==> src/rtl/cpc_bus_pkg.sv <==
// Shared encodings, state type and helpers for the CPC bus-cycle initiator.
// Also consumed by cpc_bank_shadow when CPC_BANK_SHADOW_EN is defined.
package cpc_bus_pkg;

  localparam int unsigned ADR_W    = 16;
  localparam int unsigned DATA_W   = 8;
  localparam int unsigned SHADOW_W = 6;

  localparam logic [1:0] OP_MEMRD   = 2'b00;
  localparam logic [1:0] OP_MEMWR   = 2'b01;
  localparam logic [1:0] OP_IOWR    = 2'b10;
  localparam logic [1:0] OP_BANKSEL = 2'b11;

  localparam logic [1:0]       BANK_SEL_PREFIX   = 2'b11;
  localparam logic [ADR_W-1:0] BANK_PORT_DEFAULT = 16'h7F00;

  typedef enum logic [2:0] {
    ST_IDLE,
    ST_T1,
    ST_T2,
    ST_TWA,
    ST_TW,
    ST_T3
  } state_t;

  typedef struct packed {
    logic [1:0]        op;
    logic [ADR_W-1:0]  adr;
    logic [DATA_W-1:0] data;
  } bus_cmd_t;

  // Expansion RAM decode: does CPU segment adr[15:14] map to extra RAM for config bbb?
  function automatic logic extram_decode(input logic [1:0] seg, input logic [2:0] bbb);
    logic hit;
    hit = 1'b0;
    case (bbb)
      3'b000:         hit = 1'b0;
      3'b001, 3'b011: hit = (seg == 2'b11);
      3'b010:         hit = 1'b1;
      default:        hit = (seg == 2'b01);
    endcase
    return hit;
  endfunction

endpackage

==> src/rtl/cpc_bank_shadow.sv <==
// Shadow copy of the CPC RAM-expansion bank register plus the extra-RAM hit decode.
// Instantiated by cpc_bus_initiator only when CPC_BANK_SHADOW_EN is defined.
module cpc_bank_shadow
  import cpc_bus_pkg::*;
(
  input  logic                clk,
  input  logic                reset,
  input  logic                i_io_done,
  input  logic [1:0]          i_adr_hi,
  input  logic [DATA_W-1:0]   i_data,
  input  logic                i_mreq_b,
  output logic [SHADOW_W-1:0] o_bank_shadow,
  output logic                o_extram_hit
);

  logic [SHADOW_W-1:0] r_shadow;
  logic                w_bank_write;

  // The CPLD decodes a bank write as any I/O write with adr[15]=0 and data 11xxxxxx.
  assign w_bank_write = i_io_done && !i_adr_hi[1] && (i_data[7:6] == BANK_SEL_PREFIX);

  always_ff @(posedge clk) begin
    if (reset) begin
      r_shadow <= '0;
    end else if (w_bank_write) begin
      r_shadow <= i_data[SHADOW_W-1:0];
    end
  end

  assign o_bank_shadow = r_shadow;
  assign o_extram_hit  = !i_mreq_b && extram_decode(i_adr_hi, r_shadow[2:0]);

endmodule

==> src/rtl/cpc_bus_initiator.sv <==
// Z80-style bus-cycle generator (mem rd/wr, io wr, bank select) for CPC expansion fixtures.
// Optional bank shadow outputs are enabled by defining CPC_BANK_SHADOW_EN.
module cpc_bus_initiator
  import cpc_bus_pkg::*;
#(
  parameter int unsigned      TSTATE_DIV = 4,
  parameter logic [ADR_W-1:0] BANK_PORT  = BANK_PORT_DEFAULT
) (
  input  logic                clk,
  input  logic                reset,
`ifdef CPC_BANK_SHADOW_EN
  output logic [SHADOW_W-1:0] bank_shadow,
  output logic                extram_hit,
`endif
  input  logic                cmd_valid,
  output logic                cmd_ready,
  input  logic [1:0]          cmd_op,
  input  logic [ADR_W-1:0]    cmd_adr,
  input  logic [DATA_W-1:0]   cmd_data,
  output logic                rsp_valid,
  output logic [DATA_W-1:0]   rsp_data,
  output logic [ADR_W-1:0]    adr,
  output logic [DATA_W-1:0]   dout,
  output logic                dout_en,
  input  logic [DATA_W-1:0]   din,
  output logic                mreq_b,
  output logic                iorq_b,
  output logic                rd_b,
  output logic                wr_b,
  input  logic                wait_b
);

  localparam int unsigned       TICK_W    = (TSTATE_DIV > 1) ? $clog2(TSTATE_DIV) : 1;
  localparam logic [TICK_W-1:0] TICK_LAST = TICK_W'(TSTATE_DIV - 1);

  state_t              r_state;
  logic [TICK_W-1:0]   r_tick;
  logic [1:0]          r_op;
  logic                r_ready;
  logic                r_rsp_valid;
  logic [DATA_W-1:0]   r_rsp_data;
  logic [ADR_W-1:0]    r_adr;
  logic [DATA_W-1:0]   r_dout;
  logic                r_dout_en;
  logic                r_mreq_b;
  logic                r_iorq_b;
  logic                r_rd_b;
  logic                r_wr_b;

  bus_cmd_t            w_cmd;
  logic                w_accept;
  logic                w_term;
  logic                w_is_io;
  logic                w_is_rd;
  logic                w_to_t3;

  // Bank select is just an I/O write to BANK_PORT with data 11cccbbb.
  always_comb begin
    w_cmd.op   = cmd_op;
    w_cmd.adr  = cmd_adr;
    w_cmd.data = cmd_data;
    if (cmd_op == OP_BANKSEL) begin
      w_cmd.adr  = BANK_PORT;
      w_cmd.data = {BANK_SEL_PREFIX, cmd_data[5:0]};
    end
  end

  assign w_accept = cmd_valid && r_ready;
  assign w_term   = (r_tick == TICK_LAST);
  assign w_is_io  = (r_op == OP_IOWR) || (r_op == OP_BANKSEL);
  assign w_is_rd  = (r_op == OP_MEMRD);

  // Last wait-sampling tick before T3: this is also where read data is captured.
  assign w_to_t3 = w_term && wait_b &&
                   (((r_state == ST_T2) && !w_is_io) || (r_state == ST_TWA) || (r_state == ST_TW));

  always_ff @(posedge clk) begin
    if (reset) begin
      r_state     <= ST_IDLE;
      r_tick      <= '0;
      r_op        <= OP_MEMRD;
      r_ready     <= 1'b0;
      r_rsp_valid <= 1'b0;
      r_rsp_data  <= '0;
      r_adr       <= '0;
      r_dout      <= '0;
      r_dout_en   <= 1'b0;
      r_mreq_b    <= 1'b1;
      r_iorq_b    <= 1'b1;
      r_rd_b      <= 1'b1;
      r_wr_b      <= 1'b1;
    end else begin
      r_rsp_valid <= 1'b0;

      // Tick wraps on the terminal tick, so every state entry starts at zero.
      if (r_state != ST_IDLE) begin
        r_tick <= w_term ? '0 : r_tick + TICK_W'(1);
      end

      if (w_to_t3 && w_is_rd) begin
        r_rsp_data <= din;
      end

      case (r_state)
        ST_IDLE: begin
          r_ready <= !w_accept;
          if (w_accept) begin
            r_state   <= ST_T1;
            r_op      <= w_cmd.op;
            r_adr     <= w_cmd.adr;
            r_dout    <= w_cmd.data;
            r_dout_en <= (w_cmd.op != OP_MEMRD);
          end
        end
        ST_T1: begin
          if (w_term) begin
            r_state  <= ST_T2;
            r_mreq_b <= w_is_io;
            r_iorq_b <= !w_is_io;
            r_rd_b   <= !w_is_rd;
            r_wr_b   <= w_is_rd;
          end
        end
        ST_T2: begin
          if (w_term) begin
            if (w_is_io)     r_state <= ST_TWA;
            else if (wait_b) r_state <= ST_T3;
            else             r_state <= ST_TW;
          end
        end
        ST_TWA, ST_TW: begin
          if (w_term) begin
            r_state <= wait_b ? ST_T3 : ST_TW;
          end
        end
        ST_T3: begin
          if (w_term) begin
            r_state     <= ST_IDLE;
            r_ready     <= 1'b1;
            r_rsp_valid <= 1'b1;
            r_dout_en   <= 1'b0;
            r_mreq_b    <= 1'b1;
            r_iorq_b    <= 1'b1;
            r_rd_b      <= 1'b1;
            r_wr_b      <= 1'b1;
          end
        end
        default: begin
          r_state <= ST_IDLE;
        end
      endcase
    end
  end

`ifdef CPC_BANK_SHADOW_EN
  logic w_io_done;

  assign w_io_done = (r_state == ST_T3) && w_term && w_is_io;

  cpc_bank_shadow u_bank_shadow (
    .clk           (clk),
    .reset         (reset),
    .i_io_done     (w_io_done),
    .i_adr_hi      (r_adr[15:14]),
    .i_data        (r_dout),
    .i_mreq_b      (r_mreq_b),
    .o_bank_shadow (bank_shadow),
    .o_extram_hit  (extram_hit)
  );
`endif

  assign cmd_ready = r_ready;
  assign rsp_valid = r_rsp_valid;
  assign rsp_data  = r_rsp_data;
  assign adr       = r_adr;
  assign dout      = r_dout;
  assign dout_en   = r_dout_en;
  assign mreq_b    = r_mreq_b;
  assign iorq_b    = r_iorq_b;
  assign rd_b      = r_rd_b;
  assign wr_b      = r_wr_b;

endmodule

==> config.mk <==
export PLATFORM = sky130hd
export DESIGN_NAME = cpc_bus_initiator
export DESIGN_NICKNAME = d
export VERILOG_FILES = /design/src/rtl/cpc_bus_pkg.sv /design/src/rtl/cpc_bank_shadow.sv /design/src/rtl/cpc_bus_initiator.sv
export SDC_FILE = /design/constraint.sdc
export NUM_CORES = 1
export LEC_CHECK = 0
export ABC_CLOCK_PERIOD_IN_PS = 2630
export CAP_MARGIN = 20
export CORE_UTILIZATION = 45
export CTS_CLUSTER_DIAMETER = 60
export DETAILED_ROUTE_END_ITERATION = 6
export PLACE_DENSITY = 0.9
export SYNTH_ARGS = -nofsm -noshare
export SYNTH_HDL_FRONTEND = slang
export SYNTH_SLANG_ARGS = --single-unit
==> constraint.sdc <==
create_clock -name clk -period 2.63 [get_ports clk]
set_input_delay 0.6575 -clock clk [delete_from_list [all_inputs] [get_ports clk]]
set_output_delay 0.6575 -clock clk [all_outputs]
set_load 0.1 [all_outputs]
Word level (Yosys, flattened, before mapping). Index checks and enable logic that the tools add are counted.

Add/subtract/negate cells: 1. Equality and inequality tests: 14. Mux-type cells: 24. Bitwise operators: 1. Reduce and logical (&&, ||, !) cells: 24.

Operators by type and width (count): $mux W24 (1); $mux W3 (6); $pmux W3 S5 (1); $pmux W1 S2 (6); $ne A2 B2 Y1 const B (5); $mux W1 (9); $eq A2 B2 Y1 const B (4); $eq A3 B2 Y1 const B (2); $eq A3 B3 Y1 const B (2); $reduce_and A3 Y1 (2); $reduce_bool A2 Y1 (3); $logic_and A1 B1 Y1 (5); $reduce_and A5 Y1 (1); $reduce_and A2 Y1 (2); $reduce_or A2 Y1 (2); $eq A3 B1 Y1 const B (1); $logic_not A1 Y1 (3); $logic_not A3 Y1 (1); $logic_or A1 B1 Y1 (3); $reduce_bool A3 Y1 (1); $add A2 B1 Y2 const B (1); $logic_not A2 Y1 (1); $mux W2 (1); $not A1 Y1 (1).

Register bits: 46. Bits of input ports: 38. Output and inout port bits: 39. Word-level logic and storage cells: 77.

Longest topological paths before layout. Gate-level depths: netlist of the first run.

Depth in word-level cells: 8. Depth in mapped cells: 7.

Worst setup path after synthesis of the first run. No wires, ideal clock.

Path type: register to register. Start: reg r_ready, in the netlist cmd_ready. End: reg r_adr[11], in the netlist adr[11]. Library setup time: 129 ps. Arrival time: 1781 ps. Setup slack: 721 ps. Cell stages (with the launch flop): 5. Clock period less this slack: 1909 ps. Cell sequence: dfxtp_1 -> nand3_2 -> buf_2 -> nor3_1 -> nor3_2.

Longest elaborated chain between the ends: 2.

RTL lines: start, declared (RTL line cpc_bus_initiator.sv:39) `logic r_ready;`; start signal, assigned (RTL line cpc_bus_initiator.sv:106) `r_ready <= !w_accept;`; $logic_and A1 B1 Y1 (RTL line cpc_bus_initiator.sv:68) `assign w_accept = cmd_valid && r_ready;`; $reduce_and A2 Y1 (no source line); end signal, assigned (RTL line cpc_bus_initiator.sv:110) `r_adr <= w_cmd.adr;`; end, declared (RTL line cpc_bus_initiator.sv:42) `logic [ADR_W-1:0] r_adr;`.

Every way passes these cells. A chain may end at the register's enable or synchronous reset.

Worst setup path after layout of the first run.
Start: in cmd_valid. End: reg r_adr[11], in the netlist adr[11].

Longest elaborated chain between the ends: 2.

RTL lines: start, declared (RTL line cpc_bus_initiator.sv:15) `input logic cmd_valid,`; $logic_and A1 B1 Y1 (RTL line cpc_bus_initiator.sv:68); $reduce_and A2 Y1 (no source line).

Every way passes these cells.

==> results.sh, run 1 <==
export IMPL_die_area_um2=4550
export IMPL_hold_viol_final=0
export IMPL_multi_input_area_um2=885
export IMPL_critPathArrivalTime_ps=2040
export IMPL_slowest_delay_ps=520
export IMPL_dpl_cell_area_um2=2560
export IMPL_ant_nets=0
export IMPL_fmax_mhz=537
export IMPL_pin_count=77
export IMPL_path_clk_slew_ps=80
export IMPL_synth_area_per_cell_um2=8.56
export IMPL_synth_nets=264
export IMPL_drt_iter0_markers=134
export IMPL_powerDensity_nw_per_um2=594
export IMPL_r2r_cells=4
export IMPL_cts_resized=0
export IMPL_regArea_um2=921
export IMPL_cpMaxStageDelayCell="clkdlybuf4s50_1"
export IMPL_drv_cap=0
export IMPL_htreeDepth=2
export IMPL_mostFrequentLayoutCells="dfxtp_1 (46), buf_4 (41), clkdlybuf4s50_1 (37)"
export IMPL_fin_crit_sh_pct=70.8
export IMPL_final_common_cell="dfxtp_1"
export IMPL_relSlewSlack_pct=65.0
export IMPL_synth_area_top_cells="dfxtp_1 (48%), a21oi_1 (6.5%), nor3_1 (6.0%)"
export IMPL_io_buffers=76
export IMPL_cts_tree="built"
export IMPL_syn_inst=225
export IMPL_seq_area_frac_synth_pct=47.8
export IMPL_clkLatencyLatePin_ps=300
export IMPL_crit_required_ps=2810
export IMPL_drc=0
export IMPL_yosysWarnings=0
export IMPL_crit_fanout=27
export IMPL_overflow=0
export IMPL_worstSetupPathType="primary input to flip-flop"
export IMPL_start_util_pct=47.5
export IMPL_drt_pre_antenna_iters=4
export IMPL_ys_ff_latch=46
export IMPL_diodes=0
export IMPL_clock_path_buffers=2
export IMPL_cts_hold_buf=0
export IMPL_setup_viol=0
export IMPL_pre_cts_ws_ps=458
export IMPL_drive_above_1_share_pct=18.3
export IMPL_tightest_slew_ps=524
export IMPL_syn_cell_area_um2=1930
export IMPL_wl_per_cell_um=12.8
export IMPL_grt_usage_pct=20.8
export IMPL_slew_violations=0
export IMPL_num_vias=1730
export IMPL_die_w_um=67.4
export IMPL_hold_path_class="flip-flop to flip-flop"
export IMPL_fin_area_um2=2650
export IMPL_yosysTopAreaCellShare_pct=47.8
export IMPL_tns_ps=0
export IMPL_die_h_um=67.4
export IMPL_worstHoldPathCells=2
export IMPL_power_leakage_nw=1.04
export IMPL_grt_pass1_vias=1631
export IMPL_grt_max_degree=32
export IMPL_coreArea_um2=4060
export IMPL_post_route_worst_setup_slack_ps=769
export IMPL_dp_hpwl_um=3100
export IMPL_fin_nets=333
export IMPL_start_kind="primary input"
export IMPL_final_min_clock_period_ps=1860
export IMPL_status="finished clean"
export IMPL_wirelength_um=4400
export IMPL_vdd_drop_max_uv=405
export IMPL_antenna_found_initial=0
export IMPL_grt_pass1_wl_um=7020
export IMPL_fp_row_count=23
export IMPL_post_cts_setup_buffer_count=0
export IMPL_post_synth_top_area_cell="dfxtp_1"
export IMPL_area_delta_synth_final_pct=37.5
export IMPL_rsz0062_at_grt="no"
export IMPL_cp_cell_sequence="clkdlybuf4s50_1, nand3_2, nor3_1, nor3_2"
export IMPL_cts_buffers=5
export IMPL_cts_root_buf="clkbuf_8"
export IMPL_fill_cells=352
export IMPL_end_kind="flip-flop"
export IMPL_synth_cell_types=32
export IMPL_finalClockSkew_ps=4.57
export IMPL_clock_sinks=46
export IMPL_gp_routability_congestion=0.871
export IMPL_avgViaCountPerCell=5.01
## synth_stat cells
library cell / number
mux2i_1: 9
a32oi_1: 1
o21bai_1: 4
and2_1: 1
o211a_1: 1
buf_12: 2
clkbuf_1: 8
nor3_4: 1
inv_1: 3
buf_1: 2
nand2b_1: 17
nand2_2: 1
o211ai_1: 1
nor2_1: 21
and3_4: 1
nor4_1: 1
o21ai_0: 2
nand2_1: 27
nor2_4: 1
a311oi_1: 1
nor2b_1: 2
a21oi_1: 25
dfxtp_1: 46
buf_6: 2
nor3_2: 1
nand3_2: 1
nand3_1: 15
a22oi_1: 1
buf_2: 2
ha_1: 1
nand3b_1: 1
nor3_1: 23
## metal layers
metal  track usage (%)  share of wire (%)
met1              22.7                 40
met2              36.8                 51
met3              6.93                7.0
met4              8.24                1.1
met5                 0                  0
## worst max-delay path, delay by kind of cell
family                 cells  cell delay [ps]
AND/OR/NAND/NOR            3              870
buffers and inverters      1              520
## logic make-up (layout without fill, tap and decap cells)
| logic type | after synthesis | count (layout) | share of synthesized area (%) |
|---|---|---|---|
| buf+inv | 19 | 89 | 6.30 |
| mux | 9 | 9 | 4.68 |
| flops | 46 | 46 | 47.8 |
| compound gates | 36 | 36 | 10.8 |
| simple gates | 114 | 114 | 29.8 |
| fa+ha+maj | 1 | 1 | 0.649 |
## registers in the layout (all words and copies together) (netlist names)
register,cells
cmd_ready,1
rsp_data,8
rd_b,1
dout_en,1
wr_b,1
r_op,2
r_state,3
iorq_b,1
r_tick,2
rsp_valid,1
mreq_b,1
dout,8
adr,16
## per-stage QoR
step / util [%] / hold WS [ps] / std cells / total power [mW]
floorplan: - / 449 / 225 / 1.05
global placement: 63.0 / 447 / 337 / 1.15
detailed placement: 63.0 / 450 / 337 / 1.15
CTS: 65.3 / 461 / 345 / 1.58
global route: 65.3 / 482 / 345 / 1.65
finish: 65.3 / 458 / 345 / 1.57
## worst paths after layout
| check | start | end | slack [ps] |
|---|---|---|---|
| hold / removal | dout[4]$_SDFFE_PP0P_ | dout[4]$_SDFFE_PP0P_ | 460 |
| setup reg to reg | r_state[2]$_SDFFE_PP0P_ | adr[11]$_SDFFE_PP0P_ | 790 |
| setup / recovery | cmd_valid | adr[11]$_SDFFE_PP0P_ | 770 |
| hold reg to reg | dout[4]$_SDFFE_PP0P_ | dout[4]$_SDFFE_PP0P_ | 460 |
## where the power goes
group	switching, mW	internal [mW]
clock network	0.227	0.212
logic	0.268	0.118
registers	0.0229	0.726
## area by class of cell
cell class / instances / area share, %
Multi-Input combinational cell: 160 / 33.4
Inverter: 3 / 0.425
Timing Repair Buffer: 78 / 25.6
Clock buffer: 7 / 3.26
Sequential cell: 46 / 34.8
Tap cell: 50 / 2.36
Clock inverter: 1 / 0.189
Note: power is estimated with default switching activity, not from simulation.
==> run 2: changes to the inputs <==
--- a/config.mk
+++ b/config.mk
@@ -5,12 +5,12 @@
 export SDC_FILE = /design/constraint.sdc
 export NUM_CORES = 1
 export LEC_CHECK = 0
-export ABC_CLOCK_PERIOD_IN_PS = 2630
+export ABC_CLOCK_PERIOD_IN_PS = 1800
 export CAP_MARGIN = 20
-export CORE_UTILIZATION = 45
+export CORE_UTILIZATION = 43
 export CTS_CLUSTER_DIAMETER = 60
 export DETAILED_ROUTE_END_ITERATION = 6
-export PLACE_DENSITY = 0.9
+export PLACE_DENSITY = 0.87
 export SYNTH_ARGS = -nofsm -noshare
 export SYNTH_HDL_FRONTEND = slang
 export SYNTH_SLANG_ARGS = --single-unit
==> constraint.sdc (replaced) <==
create_clock -name clk -period 1.8 [get_ports clk]
set_input_delay 0.45 -clock clk [delete_from_list [all_inputs] [get_ports clk]]
set_output_delay 0.45 -clock clk [all_outputs]
set_load 0.1 [all_outputs]
==> results.sh, run 2 (synthesized netlist as in run 1, its figures left out) <==
export IMPL_coreArea_um2=4140
export IMPL_worstHoldPathCells=2
export IMPL_worstSetupPathType="flip-flop to flip-flop"
export IMPL_io_buffers=76
export IMPL_wirelength_um=4990
export IMPL_status="finished clean"
export IMPL_top_usage_layer="met2"
export IMPL_fmax_mhz=626
export IMPL_final_common_cell="dfxtp_1"
export IMPL_grt_pass1_vias=1763
export IMPL_wl_per_cell_um=14.4
export IMPL_gp_routability_congestion=0.798
export IMPL_grt_max_degree=29
export IMPL_vdd_drop_max_uv=536
export IMPL_post_route_worst_setup_slack_ps=203
export IMPL_start_util_pct=46.5
export IMPL_drive_above_1_share_pct=19.9
export IMPL_largest_reg_flops=16
export IMPL_critPathArrivalTime_ps=1820
export IMPL_area_delta_synth_final_pct=65.5
export IMPL_setup_viol=0
export IMPL_drt_iter0_markers=93
export IMPL_tns_ps=0
export IMPL_pin_count=77
export IMPL_start_kind="flip-flop"
export IMPL_power_leakage_nw=1.20
export IMPL_num_vias=1856
export IMPL_htreeDepth=2
export IMPL_diodes=0
export IMPL_fp_row_count=23
export IMPL_r2r_start="r_state[1]$_SDFFE_PP0P_"
export IMPL_drv_cap=0
export IMPL_fin_nets=336
export IMPL_overflow=0
export IMPL_end_kind="flip-flop"
export IMPL_die_w_um=68.9
export IMPL_layout_cells_non_filler=347
export IMPL_path_clk_slew_ps=80
export IMPL_clkLatencyLatePin_ps=300
export IMPL_rsz0062_at_grt="no"
export IMPL_fill_cells=277
export IMPL_multi_input_area_um2=885
export IMPL_powerDensity_nw_per_um2=803
export IMPL_min_from="r_op[0]$_SDFFE_PP0P_"
export IMPL_ant_nets=0
export IMPL_finalClockSkew_ps=3.10
export IMPL_cts_hold_buf=0
export IMPL_antenna_found_initial=0
export IMPL_grt_pass1_wl_um=7870
export IMPL_dp_hpwl_um=3570
export IMPL_cts_root_buf="clkbuf_8"
export IMPL_crit_required_ps=2020
export IMPL_crit_fanout=28
export IMPL_hold_viol_final=0
export IMPL_drc=0
export IMPL_tightest_slew_ps=417
export IMPL_clock_path_buffers=2
export IMPL_cts_tree="built"
export IMPL_clock_sinks=46
export IMPL_pre_cts_ws_ps=18.8
export IMPL_post_cts_setup_buffer_count=0
export IMPL_fin_crit_sh_pct=88.7
export IMPL_regArea_um2=922
export IMPL_r2r_cells=4
export IMPL_use_met3_pct=5.43
export IMPL_hold_ws_ps=480
export IMPL_met2_usage_pct=37.9
export IMPL_drt_pre_antenna_iters=5
export IMPL_die_h_um=68.9
export IMPL_final_min_clock_period_ps=1600
export IMPL_cts_resized=0
export IMPL_avgViaCountPerCell=5.35
export IMPL_relSlewSlack_pct=72.2
export IMPL_cts_buffers=5
export IMPL_grt_usage_pct=22.8
export IMPL_die_area_um2=4750
export IMPL_cp_startpoint="r_state[1]$_SDFFE_PP0P_"
export IMPL_gr_usage_met1_pct=26.8
export IMPL_slew_violations=0
export IMPL_place_inst=340
export IMPL_hold_path_class="flip-flop to flip-flop"
export IMPL_mostFrequentLayoutCells="dfxtp_1 (45), buf_12 (40), clkdlybuf4s50_1 (36)"
-- run 2: cell types whose count changed in the layout (fill, tap and decap cells not counted), sizes merged --
cell / delta
clkbuf: -1
clkdlybuf4s50: -1
bufinv: +1
buf: +4
clkinv: -1
-- run 2: worst paths after layout --
path / endpoint / slack (ps)
worst min register to register: r_op[0]$_SDFFE_PP0P_ / 480
worst max register to register: adr[7]$_SDFFE_PP0P_ / 200
worst min-delay path: r_op[0]$_SDFFE_PP0P_ / 480
worst max-delay path: adr[7]$_SDFFE_PP0P_ / 200
-- run 2: metrics by stage --
step | total power, mW | instance area [um^2] | utilization [%]
2_1_floorplan | 1.53 | 1930 | -
3_3_place_gp | 1.80 | 3080 | 74.2
3_5_place_dp | 1.81 | 3080 | 74.2
4_1_cts | 2.58 | 3190 | 77.0
5_1_grt | 2.65 | 3190 | 77.0
6_report | 2.56 | 3190 | 77.0
-- run 2: per-layer routing --
| metal | share of wire, % | routed length [um] | vias to the layer above |
|---|---|---|---|
| met5 | 0 | 0 | - |
| met4 | 3.1 | 153 | 0 |
| met3 | 5.7 | 284 | 17 |
| met2 | 51 | 2570 | 78 |
| met1 | 40 | 1990 | 857 |
| li1 | - | - | 904 |
-- run 2: final cells by class --
cell class	instances	area share [%]
Inverter	3	0.353
Tap cell	50	1.96
Sequential cell	46	28.9
Clock buffer	6	2.59
Clock inverter	1	0.942
Timing Repair Buffer	81	37.5
Multi-Input combinational cell	160	27.7
-- run 2: report_power, final --
group / internal (mW) / total, mW / switching [mW]
Sequential: 1.06 / 1.12 / 0.0540
Combinational: 0.270 / 0.672 / 0.402
Clock: 0.444 / 0.774 / 0.330
-- run 2: worst max-delay path, cell delays in order, from the launching register on --
cell     delay [ps]
dfxtp_1         420
nor3_4          310
and3_4          430
nand3_1         150
a21oi_1         200
==> run 3: changes to the inputs <==
--- a/config.mk
+++ b/config.mk
@@ -10,7 +10,7 @@
 export CORE_UTILIZATION = 43
 export CTS_CLUSTER_DIAMETER = 60
 export DETAILED_ROUTE_END_ITERATION = 6
-export PLACE_DENSITY = 0.87
+export PLACE_DENSITY = 0.91
 export SYNTH_ARGS = -nofsm -noshare
 export SYNTH_HDL_FRONTEND = slang
 export SYNTH_SLANG_ARGS = --single-unit
==> results.sh, run 3 (synthesized netlist as in run 1, its figures left out) <==
export IMPL_status="finished clean"
export IMPL_clock_sinks=46
export IMPL_end_kind="flip-flop"
export IMPL_overflow=0
export IMPL_rsz0062_at_grt="no"
export IMPL_cts_buffers=5
export IMPL_slew_violations=0
export IMPL_crit_fanout=15
export IMPL_path_clk_slew_ps=80
export IMPL_coreArea_um2=4140
export IMPL_final_min_clock_period_ps=1710
export IMPL_multi_input_area_um2=885
export IMPL_mostFrequentLayoutCells="dfxtp_1 (45), buf_12 (39), clkdlybuf4s50_1 (36)"
export IMPL_largest_reg_flops=16
export IMPL_drt_pre_antenna_iters=4
export IMPL_post_cts_setup_buffer_count=0
export IMPL_critPathArrivalTime_ps=1890
export IMPL_wl_per_cell_um=15.0
export IMPL_drc=0
export IMPL_fin_nets=338
export IMPL_fmax_mhz=586
export IMPL_drive_above_1_share_pct=20.7
export IMPL_area_delta_synth_final_pct=64.7
export IMPL_final_common_cell="dfxtp_1"
export IMPL_avgViaCountPerCell=5.33
export IMPL_power_leakage_nw=1.19
export IMPL_setup_viol=0
export IMPL_grt_usage_pct=23.7
export IMPL_htreeDepth=2
export IMPL_start_util_pct=46.5
export IMPL_relSlewSlack_pct=72.3
export IMPL_fp_row_count=23
export IMPL_pin_count=77
export IMPL_start_kind="flip-flop"
export IMPL_regArea_um2=922
export IMPL_p_total_mw=2.44
export IMPL_cts_tree="built"
export IMPL_drt_iter0_markers=121
export IMPL_wirelength_um=5250
export IMPL_gp_routability_congestion=0.817
export IMPL_cts_hold_buf=0
export IMPL_worstSetupPathType="flip-flop to flip-flop"
export IMPL_fin_area_um2=3170
export IMPL_tns_ps=0
export IMPL_fin_crit_sh_pct=94.8
export IMPL_grt_pass1_wl_um=8090
export IMPL_cts_resized=0
export IMPL_dp_hpwl_um=3780
export IMPL_hold_viol_final=0
export IMPL_drv_cap=0
export IMPL_crit_required_ps=1980
export IMPL_num_vias=1867
export IMPL_grt_pass1_vias=1815
export IMPL_diodes=0
export IMPL_clkLatencyLatePin_ps=300
export IMPL_fill_cells=267
export IMPL_vdd_drop_max_uv=643
export IMPL_die_area_um2=4750
export IMPL_io_buffers=76
export IMPL_ant_nets=0
export IMPL_die_w_um=68.9
export IMPL_cts_root_buf="clkbuf_8"
export IMPL_die_h_um=68.9
export IMPL_antenna_found_initial=0
export IMPL_hold_path_class="flip-flop to flip-flop"
export IMPL_powerDensity_nw_per_um2=770
export IMPL_tightest_slew_ps=415
export IMPL_dpl_cell_area_um2=3080
export IMPL_grt_max_degree=29
export IMPL_finalClockSkew_ps=5.98
export IMPL_clock_path_buffers=2
-- run 3: changes by cell type in the layout (fill, tap and decap cells not counted), sizes merged --
cell,change
clkinv,+1
clkinvlp,+1
buf,+2
bufinv,-1
-- run 3: critical path: stages (launching register included) --
cell	delay, ps
dfxtp_1	430
nor3_4	310
nand3_2	330
nor3_1	430
nor3_1	80
-- run 3: area by class of cell --
| type | instances | area share (%) |
|---|---|---|
| Clock buffer | 6 | 2.60 |
| Clock inverter | 2 | 0.394 |
| Inverter | 3 | 0.355 |
| Sequential cell | 46 | 29.1 |
| Multi-Input combinational cell | 160 | 27.9 |
| Timing Repair Buffer | 83 | 37.8 |
| Tap cell | 50 | 1.97 |
-- run 3: metrics by stage --
step	worst slack [ps]	util, %	hold WS, ps	cells
after CTS	107	76.6	486	350
after global routing	26.5	76.6	502	350
after floorplan	286	-	449	225
after global placement	73.9	74.3	469	342
after detailed placement	-58.2	74.3	475	342
final	94.2	76.6	484	350
-- run 3: worst paths after layout --
check                               start                   end  slack, ps  cells past startpoint
setup / recovery  r_state[1]$_SDFFE_PP0P_   adr[8]$_SDFFE_PP0P_         90                      4
hold / removal       r_op[0]$_SDFFE_PP0P_  r_op[0]$_SDFFE_PP0P_        480                      2
setup reg to reg  r_state[1]$_SDFFE_PP0P_   adr[8]$_SDFFE_PP0P_         90                      4
hold reg to reg      r_op[0]$_SDFFE_PP0P_  r_op[0]$_SDFFE_PP0P_        480                      2
-- run 3: report_power, final --
group | internal [mW] | switching, mW | total [mW] | leakage [nW]
sequential | 1.06 | 0.0556 | 1.12 | 0.374
clock | 0.309 | 0.346 | 0.654 | 0.0472
combinational | 0.268 | 0.403 | 0.671 | 0.773
total | 1.64 | 0.804 | 2.44 | 1.19
-- run 3: per-layer routing --
metal	global-route usage [%]	up-vias	part of all wire, %
met5	0	-	0
met2	39.7	82	50
met4	13.5	0	2.8
met3	7.73	14	8.5
met1	26.0	861	39
li1	-	910	-
